<file path="config.mk">
export PLATFORM = sky130hd
export DESIGN_NAME = imem_arbiter
export DESIGN_NICKNAME = d
export VERILOG_FILES = /design/src/rtl/imem_pkg.sv /design/src/rtl/rr_arbiter2.sv /design/src/rtl/imem_arbiter.sv
export SDC_FILE = /design/constraint.sdc
export NUM_CORES = 1
export LEC_CHECK = 0
export BUFFER_PORTS_ARGS = -buffer_cell sky130_fd_sc_hd__buf_2
export CAP_MARGIN = 20
export CELL_PAD_IN_SITES_DETAIL_PLACEMENT = 1
export CELL_PAD_IN_SITES_GLOBAL_PLACEMENT = 1
export CORE_MARGIN = 2
export CORE_UTILIZATION = 37
export CTS_CLUSTER_SIZE = 16
export DETAILED_ROUTE_END_ITERATION = 8
export PLACE_DENSITY_LB_ADDON = 0.1
export SYNTH_ARGS = -nofsm -noshare
export SYNTH_HDL_FRONTEND = slang
export SYNTH_SLANG_ARGS = --single-unit
</file>
<file path="constraint.sdc">
create_clock -name clock -period 3.2 [get_ports clock]
set_input_delay 0.16 -clock clock [delete_from_list [all_inputs] [get_ports clock]]
set_output_delay 0.16 -clock clock [all_outputs]
set_load 0.03 [all_outputs]
</file>
<file path="src/rtl/imem_pkg.sv">
// Shared definitions for the instruction-memory arbiter.
//   - imem_state_e : arbiter FSM states (idle, waiting on ROM, presenting response)
//   - REQ_FETCH / REQ_DEBUG : requester indices into the per-requester vectors
//   - addr_err()   : misalignment / out-of-range check on a byte address
package imem_pkg;

  typedef enum logic [1:0] {
    StIdle = 2'd0,
    StWait = 2'd1,
    StResp = 2'd2
  } imem_state_e;

  localparam logic REQ_FETCH = 1'b0;
  localparam logic REQ_DEBUG = 1'b1;

  // Flags a byte address that is not word aligned or that addresses beyond a ROM
  // of 2**addr_width words (any bit above the word-index field set).
  function automatic logic addr_err(input logic [31:0] addr, input int unsigned addr_width);
    logic [31:0] hi;
    hi = addr >> (addr_width + 2);
    return (addr[1:0] != 2'b00) || (hi != 32'd0);
  endfunction

endpackage

</file>
<file path="src/rtl/rr_arbiter2.sv">
// Two-input round-robin grant logic.
//   clock, reset : clock and synchronous active-high reset
//   req          : request vector (bit 0 = fetch, bit 1 = debug)
//   update       : load the current grant into the last-grant register
//   grant        : one-hot grant, zero when no request
//   grant_id     : index of the granted requester (meaningful when req != 0)
// After reset the last grant points at the debug requester, so fetch wins the
// first contested round.
module rr_arbiter2
  import imem_pkg::*;
(
  input  logic       clock,
  input  logic       reset,
  input  logic [1:0] req,
  input  logic       update,
  output logic [1:0] grant,
  output logic       grant_id
);

  logic last_q, last_d;

  always_comb begin
    grant_id = REQ_FETCH;
    grant    = 2'b00;
    case (req)
      2'b01:   grant_id = REQ_FETCH;
      2'b10:   grant_id = REQ_DEBUG;
      // Contested: hand the grant to whoever did not get it last time.
      2'b11:   grant_id = ~last_q;
      default: grant_id = REQ_FETCH;
    endcase
    if (req != 2'b00) begin
      grant = grant_id ? 2'b10 : 2'b01;
    end
    last_d = update ? grant_id : last_q;
  end

  always_ff @(posedge clock) begin
    if (reset) begin
      last_q <= REQ_DEBUG;
    end else begin
      last_q <= last_d;
    end
  end

endmodule

</file>
<file path="src/rtl/imem_arbiter.sv">
// Instruction ROM arbiter: shares one synchronous-read ROM between the core fetch
// port (requester 0) and a debug/loader reader (requester 1).
//   clock, reset          : clock; synchronous active-high reset (shared with ROM)
//   req_valid / req_ready : per-requester request handshake; ready is combinational
//   req_addr0 / req_addr1 : requester byte addresses
//   rsp_valid / rsp_ready : per-requester response handshake
//   rsp_data, rsp_err     : shared response word and error flag
//   rom_addr, rom_data    : ROM byte address out; ROM word in, one clock later
//   busy                  : transaction in flight
// One transaction at a time: grant in IDLE, capture ROM data in WAIT, hold the
// response in RESP until accepted. Accept in T gives rsp_valid in T+2.
// NUM_REQ only supports 2.
module imem_arbiter
  import imem_pkg::*;
#(
  parameter int unsigned ADDR_WIDTH = 8,
  parameter int unsigned NUM_REQ    = 2
) (
  input  logic               clock,
  input  logic               reset,
  input  logic [NUM_REQ-1:0] req_valid,
  output logic [NUM_REQ-1:0] req_ready,
  input  logic [31:0]        req_addr0,
  input  logic [31:0]        req_addr1,
  output logic [NUM_REQ-1:0] rsp_valid,
  input  logic [NUM_REQ-1:0] rsp_ready,
  output logic [31:0]        rsp_data,
  output logic               rsp_err,
  output logic [31:0]        rom_addr,
  input  logic [31:0]        rom_data,
  output logic               busy
);

  imem_state_e state_q, state_d;
  logic [31:0] addr_q, addr_d;
  logic        gnt_q, gnt_d;
  logic [31:0] data_q, data_d;
  logic        err_q, err_d;

  logic [1:0]  arb_grant;
  logic        arb_id;
  logic        accept;
  logic [31:0] sel_addr;

  rr_arbiter2 u_rr_arbiter2 (
    .clock    (clock),
    .reset    (reset),
    .req      (req_valid),
    .update   (accept),
    .grant    (arb_grant),
    .grant_id (arb_id)
  );

  assign sel_addr = arb_id ? req_addr1 : req_addr0;

  always_comb begin
    state_d   = state_q;
    addr_d    = addr_q;
    gnt_d     = gnt_q;
    data_d    = data_q;
    err_d     = err_q;
    req_ready = '0;
    rsp_valid = '0;
    accept    = 1'b0;
    // The ROM sees the registered address except in the grant cycle, so its
    // input is steady while the read completes.
    rom_addr  = addr_q;

    unique case (state_q)
      StIdle: begin
        if (|req_valid) begin
          accept    = 1'b1;
          req_ready = arb_grant;
          rom_addr  = sel_addr;
          addr_d    = sel_addr;
          gnt_d     = arb_id;
          state_d   = StWait;
        end
      end
      StWait: begin
        // Data is kept even on error: the ROM returns the aliased word.
        data_d  = rom_data;
        err_d   = addr_err(addr_q, ADDR_WIDTH);
        state_d = StResp;
      end
      StResp: begin
        rsp_valid[gnt_q] = 1'b1;
        if (rsp_ready[gnt_q]) begin
          state_d = StIdle;
        end
      end
      default: state_d = StIdle;
    endcase

    // Reset drops any pending transaction and silences both handshakes at once.
    if (reset) begin
      req_ready = '0;
      rsp_valid = '0;
      accept    = 1'b0;
      rom_addr  = addr_q;
    end
  end

  always_ff @(posedge clock) begin
    if (reset) begin
      state_q <= StIdle;
      addr_q  <= '0;
      gnt_q   <= REQ_FETCH;
      data_q  <= '0;
      err_q   <= 1'b0;
    end else begin
      state_q <= state_d;
      addr_q  <= addr_d;
      gnt_q   <= gnt_d;
      data_q  <= data_d;
      err_q   <= err_d;
    end
  end

  assign rsp_data = reset ? 32'd0 : data_q;
  assign rsp_err  = reset ? 1'b0 : err_q;
  assign busy     = (state_q != StIdle) && !reset;

endmodule

</file>
==> flow_metrics.env, run 1 <==
export IMPL_status="complete, no violations"
export IMPL_synth_nets=535
export IMPL_fin_skew_ns=0.0106
export IMPL_fmax_mhz=418
export IMPL_synthFlopType="dfxtp_1"
export IMPL_worstRegToRegCells=3
export IMPL_syn_avg_cell_area_sq_um=8.87
export IMPL_ys_seq_area_share_pct=36.0
export IMPL_powerDensity_nw_per_um2=559
export IMPL_grt_usage_pct=19.2
export IMPL_synthTopCellsByCount="130 x nand2_1, 69 x dfxtp_1, 64 x a21oi_1"
export IMPL_ir_drop_mv=0.252
export IMPL_synth_compound_area_share_pct=36.3
export IMPL_clkSlewWorstSetupHoldPaths_ns=0.08
export IMPL_swShare_pct=34.6
export IMPL_yosys_area_top_type="dfxtp_1"
export IMPL_die_area_sq_um=11200
export IMPL_tns_ns=0
export IMPL_grt_antenna_before_repair=0
export IMPL_drt_pre_antenna_iters=4
export IMPL_routedWlPerCell_um=14.9
export IMPL_finalHoldViolCount=0
export IMPL_drt_initial_drc_count=115
export IMPL_finalSetupViolCount=0
export IMPL_synth_top_family_by_area="compound AO/OA/AOI/OAI gates"
export IMPL_vias_per_cell=5.05
export IMPL_syn_inst=433
export IMPL_yosysTopAreaCellShare_pct=36.0
export IMPL_leakage_nw=2.32
export IMPL_clockBufferDepth=2
export IMPL_pwr_share_clk_pct=32.6
export IMPL_dp_hpwl_mm=7.69
export IMPL_period_share_pct=74.7
export IMPL_grt_pass1_wl_mm=17.3
export IMPL_layout_area_seq_sq_um=1380
export IMPL_diodes=0
export IMPL_slowest_delay_ns=0.66
export IMPL_postCtsSetupBuffers=0
export IMPL_maxSlewViolCount=0
export IMPL_cp_start_kind="flop"
export IMPL_post_route_util_pct=48.9
export IMPL_fin_area_sq_um=4980
export IMPL_drive_gt1_share_pct=39.1
export IMPL_wirelength_mm=10.8
export IMPL_cp_top_family="compound AO/OA/AOI/OAI gates"
export IMPL_tritoncts="yes"
export IMPL_crit_type="reg -> out"
export IMPL_synth_simple_gate_area_share_pct=22.0
export IMPL_ff2ff_setup_slack_ns=1.53
export IMPL_power_internal_mw=1.82
export IMPL_slowest_stage="a21bo_2"
export IMPL_max_cap_violations=0
export IMPL_ant_nets=0
export IMPL_placementRows=37
export IMPL_clock_latency_ns=0.35
export IMPL_cts_sinks=69
export IMPL_start_util_pct=37.7
export IMPL_postPlaceCellArea_sq_um=4730
export IMPL_worstPathMaxFanout=34
export IMPL_ys_ff_latch=69
export IMPL_coreArea_sq_um=10200
export IMPL_p_sw_uw=964
export IMPL_synthXorXnorAreaFrac_pct=0
export IMPL_nets=685
export IMPL_cp_arrival_ns=2.23
export IMPL_cp_num_buf_inv=1
export IMPL_min_delay_start="rom_data[12]"
export IMPL_synth_cell_types=27
export IMPL_synth_edf_count=0
export IMPL_die_x_um=106
export IMPL_synthAdderAreaFrac_pct=0
export IMPL_tightest_slew_ns=0.888
export IMPL_ios=172
export IMPL_synth_most_common_cell="nand2_1"
export IMPL_port_buffers=171
export IMPL_cp_cell_sequence="a21bo_2 > nand2_1 > a311oi_4 > a21o_1 > buf_2"
export IMPL_worst_hold_path_type="in -> reg"
export IMPL_rsz0062_at_grt="no"
export IMPL_reg2reg_to="addr_q[1]"
export IMPL_fillers=1262
export IMPL_slew_headroom_pct=40.8
export IMPL_cts_root_buf="clkbuf_8"
export IMPL_worstPathRequired_ns=3.04
export IMPL_seqPwrFrac_pct=36.0
export IMPL_fin_crit_ns=2.39
export IMPL_grt_overflow=0
export IMPL_via_count=3658
export IMPL_area_growth_pct=29.8
export IMPL_cp_end_kind="output port"
export IMPL_combPwrFrac_pct=31.4
export IMPL_syn_area_sq_um=3840
export IMPL_place_congestion=0.726
export IMPL_htree_levels=3
export IMPL_cts_hold_buf=0
export IMPL_holdPathEnd="data_q[12]"
export IMPL_die_y_um=106
export IMPL_synth_mux_area_share_pct=0
export IMPL_route_detailed_drc=0
export IMPL_whs_ns=0.0374
export IMPL_cts_buffers=9
export IMPL_timing_rr_start="state_q[1]"
export IMPL_netlist_top_cells_area="dfxtp_1 36%, a311oi_4 20%, nand2_1 13%"
export IMPL_yosysWarnings=0
export IMPL_grt_max_degree=68
export IMPL_multi_input_area_sq_um=2240
export IMPL_min_delay_path_depth=3
export IMPL_postCtsResizedCells=0
export IMPL_async_flop_share_pct=0
export IMPL_grt_pass1_vias=3600
-- flip-flops by register name (all words and copies together) (netlist names) --
register,count
err_q,1
data_q,32
u_rr_arbiter2.last_q,1
addr_q,32
state_q,2
gnt_q,1
-- power by group through the flow --
stage          registers, mW  logic (mW)  clock network, mW
2_1_floorplan           1.00       0.683                  0
3_3_place_gp            1.02       0.872                  0
3_5_place_dp            1.02       0.886                  0
4_1_cts                 1.00       0.887              0.940
5_1_grt                 1.02       0.943              0.976
6_report                1.00       0.875              0.908
-- cell families (layout without fill, tap and decap cells) --
logic type	count (synthesis)	in the layout
buf+inv	41	196
flops	69	69
simple gates	190	190
compound gates	133	133
-- worst max-delay path by stage --
stage / start / depth (start not counted) / endpoint / slack, ns
after CTS: state_q[1] / 5 / rom_addr[1] / 0.76
final: u_rr_arbiter2.last_q / 5 / rom_addr[10] / 0.81
after floorplan: u_rr_arbiter2.last_q / 5 / gnt_q / 1.13
after global placement: state_q[1] / 5 / rom_addr[0] / 1.21
after global routing: state_q[1] / 5 / rom_addr[1] / 0.66
after detailed placement: state_q[1] / 5 / rom_addr[1] / 1.14
-- worst register-to-register path, delay by kind of cell, from the launching register on --
| family | cells | cell delay [ns] |
|---|---|---|
| AO/OA/AOI/OAI | 1 | 0.28 |
| AND/OR/NAND/NOR | 2 | 0.85 |
| flip-flops | 1 | 0.37 |
-- final cells by class --
cell class | instances | share of cell area [%]
Multi-Input combinational cell | 323 | 45.0
Sequential cell | 69 | 27.7
Timing Repair Buffer | 180 | 18.7
Tap cell | 136 | 3.41
Clock buffer | 11 | 3.04
Clock inverter | 5 | 2.13
-- metal layers --
layer | GRT usage, % | wire, um
met5 | 0 | 0
met4 | 6.30 | 167
met3 | 3.34 | 545
met2 | 32.7 | 5250
met1 | 24.5 | 4830
-- per-stage QoR --
step / setup slack, ns / std cells / total power [mW]
2_1_floorplan: 1.13 / 433 / 1.69
3_3_place_gp: 1.21 / 708 / 1.89
3_5_place_dp: 1.14 / 708 / 1.91
4_1_cts: 0.759 / 724 / 2.83
5_1_grt: 0.655 / 724 / 2.93
6_report: 0.809 / 724 / 2.79
-- placed cells by master, fill, tap and decap left out, types with 3 or more instances in the layout --
master,instances
a311oi_1,3
dfxtp_1,69
nor2_1,7
nor3_1,4
nand2b_1,3
buf_2,170
buf_4,9
nor2b_1,34
a311oi_4,29
nand2_1,130
a21o_1,32
a21oi_1,64
nor4_1,7
bufinv_16,3
clkbuf_8,11
No activity file was read; power rests on OpenSTA's default activity.
==> run 2: changes to the inputs <==
--- a/config.mk
+++ b/config.mk
@@ -10,7 +10,7 @@
 export CELL_PAD_IN_SITES_DETAIL_PLACEMENT = 1
 export CELL_PAD_IN_SITES_GLOBAL_PLACEMENT = 1
 export CORE_MARGIN = 2
-export CORE_UTILIZATION = 37
+export CORE_UTILIZATION = 34
 export CTS_CLUSTER_SIZE = 16
 export DETAILED_ROUTE_END_ITERATION = 8
 export PLACE_DENSITY_LB_ADDON = 0.1
==> constraint.sdc (replaced) <==
create_clock -name clock -period 2.3 [get_ports clock]
set_input_delay 0.115 -clock clock [delete_from_list [all_inputs] [get_ports clock]]
set_output_delay 0.115 -clock clock [all_outputs]
set_load 0.03 [all_outputs]
==> run 2 against run 1 <==
- core utilization decreased by 1.8 points
- count of clock-buffer cells in the layout unchanged
- critical endpoint is now rom_addr[29]
- cell area increased by 3.3%
- global-route usage decreased by 0.59 points
- sequential power increased by 40%
- largest cell class unchanged
- die area increased by 8.5%
- highest routed layer unchanged
- cell count increased by 1.5%
- critical path depth increased by 1
- routed wire length increased by 5.3%
==> flow_metrics.env, run 2 (synthesized netlist as in run 1, its figures left out) <==
export IMPL_clkSlewWorstSetupHoldPaths_ns=0.06
export IMPL_max_cap_violations=0
export IMPL_fillers=1350
export IMPL_dp_hpwl_mm=8.24
export IMPL_clockBufferDepth=2
export IMPL_worstPathRequired_ns=2.18
export IMPL_finalHoldViolCount=0
export IMPL_placementRows=38
export IMPL_leakage_nw=2.40
export IMPL_die_area_sq_um=12200
export IMPL_coreArea_sq_um=10900
export IMPL_routed_wl_met2_mm=5.49
export IMPL_place_congestion=0.773
export IMPL_status="complete, no violations"
export IMPL_via_count=3646
export IMPL_pwr_share_clk_pct=36.5
export IMPL_grt_antenna_before_repair=0
export IMPL_routedWlPerCell_um=15.5
export IMPL_cp_end_kind="output port"
export IMPL_port_buffers=171
export IMPL_top_layer_used="met4"
export IMPL_grt_pass1_vias=3630
export IMPL_worstRegToRegCells=4
export IMPL_drive_gt1_share_pct=39.8
export IMPL_fin_crit_ns=2.14
export IMPL_fmax_mhz=468
export IMPL_wirelength_mm=11.4
export IMPL_worst_hold_path_type="in -> reg"
export IMPL_fin_ws_ns=0.163
export IMPL_power_internal_mw=2.80
export IMPL_cts_root_buf="clkbuf_16"
export IMPL_place_ws_ns=0.325
export IMPL_mostFrequentLayoutCells="170 x buf_2, 130 x nand2_1, 69 x dfxtp_1, 64 x a21oi_1, 34 x nor2b_1"
export IMPL_period_share_pct=92.9
export IMPL_rsz0062_at_grt="no"
export IMPL_grt_max_degree=81
export IMPL_crit_type="reg -> out"
export IMPL_wl_met3_um=617
export IMPL_diodes=0
export IMPL_grt_usage_pct=18.6
export IMPL_tritoncts="yes"
export IMPL_powerDensity_nw_per_um2=814
export IMPL_ff2ff_setup_slack_ns=0.86
export IMPL_grt_pass1_wl_mm=17.5
export IMPL_tightest_slew_ns=0.720
export IMPL_cts_hold_buf=0
export IMPL_combPwrFrac_pct=30.2
export IMPL_cts_sinks=69
export IMPL_postCtsSetupBuffers=0
export IMPL_swShare_pct=33.3
export IMPL_top_regs="addr_q (32), data_q (32), state_q (2)"
export IMPL_final_common_cell="buf_2"
export IMPL_die_y_um=110
export IMPL_finalSetupViolCount=0
export IMPL_ir_drop_mv=0.413
export IMPL_ant_nets=0
export IMPL_tns_ns=0
export IMPL_nets=692
export IMPL_maxSlewViolCount=0
export IMPL_cp_start_kind="flop"
export IMPL_p_sw_mw=1.40
export IMPL_area_growth_pct=34.1
export IMPL_slew_headroom_pct=52.0
export IMPL_start_util_pct=35.1
export IMPL_htree_levels=3
export IMPL_vias_per_cell=4.96
export IMPL_route_detailed_drc=0
export IMPL_fin_skew_ns=0.00424
export IMPL_ios=172
export IMPL_postCtsResizedCells=1
export IMPL_min_delay_path_depth=3
export IMPL_grt_overflow=0
export IMPL_drt_pre_antenna_iters=4
export IMPL_seqPwrFrac_pct=33.4
export IMPL_cp_arrival_ns=2.02
export IMPL_clock_latency_ns=0.33
export IMPL_cts_buffers=9
export IMPL_die_x_um=110
export IMPL_worstPathMaxFanout=33
export IMPL_met1_length_mm=5.10
export IMPL_whs_ns=0.0250
export IMPL_drt_initial_drc_count=114
run 2: cell count changes in the layout (fill, tap and decap cells not counted), sizes merged:
cell    delta
buf        +7
bufinv     -1
inv        +1
run 2: critical path, cell delays in order, from the launching register on:
cell and delay (ns):
dfxtp_1 0.33, a21boi_2 0.12, buf_4 0.37, nand2_1 0.17, a311oi_4 0.34, a21o_1 0.15, buf_2 0.20
run 2: final timing paths:
kind,endpoint,startpoint
setup reg to reg,addr_q[29],u_rr_arbiter2.last_q
hold reg to reg,data_q[7],data_q[7]
setup / recovery,rom_addr[29],u_rr_arbiter2.last_q
hold / removal,data_q[10],rom_data[10]
run 2: area by class of cell:
cell class	count	area (sq um)	share of cell area [%]
multi-input combinational	323	2250	43.7
clock inverter	5	81.3	1.58
clock buffer	11	253	4.91
tap	140	175	3.40
timing repair buffer	187	1010	19.6
sequential	69	1380	26.8
run 2: stage by stage:
stage / total power, mW / util (%) / cells / area, sq um
6_report: 4.19 / 47.1 / 735 / 5150
4_1_cts: 4.25 / 47.1 / 735 / 5150
3_3_place_gp: 2.67 / 44.0 / 719 / 4810
2_1_floorplan: 2.35 / - / 433 / 3840
3_5_place_dp: 2.70 / 44.0 / 719 / 4810
5_1_grt: 4.40 / 47.1 / 735 / 5150
run 2: power by group through the flow:
stage	clock network [mW]	logic [mW]	registers, mW
after floorplan	0	0.950	1.40
after global placement	0	1.26	1.42
after detailed placement	0	1.28	1.42
after CTS	1.56	1.28	1.40
after global routing	1.63	1.36	1.41
final	1.53	1.27	1.40
run 2: layer usage:
metal,track usage [%],vias to the layer above
met5,0,-
met4,6.88,0
met3,3.70,12
met2,31.1,123
met1,23.6,1702
li1,-,1809
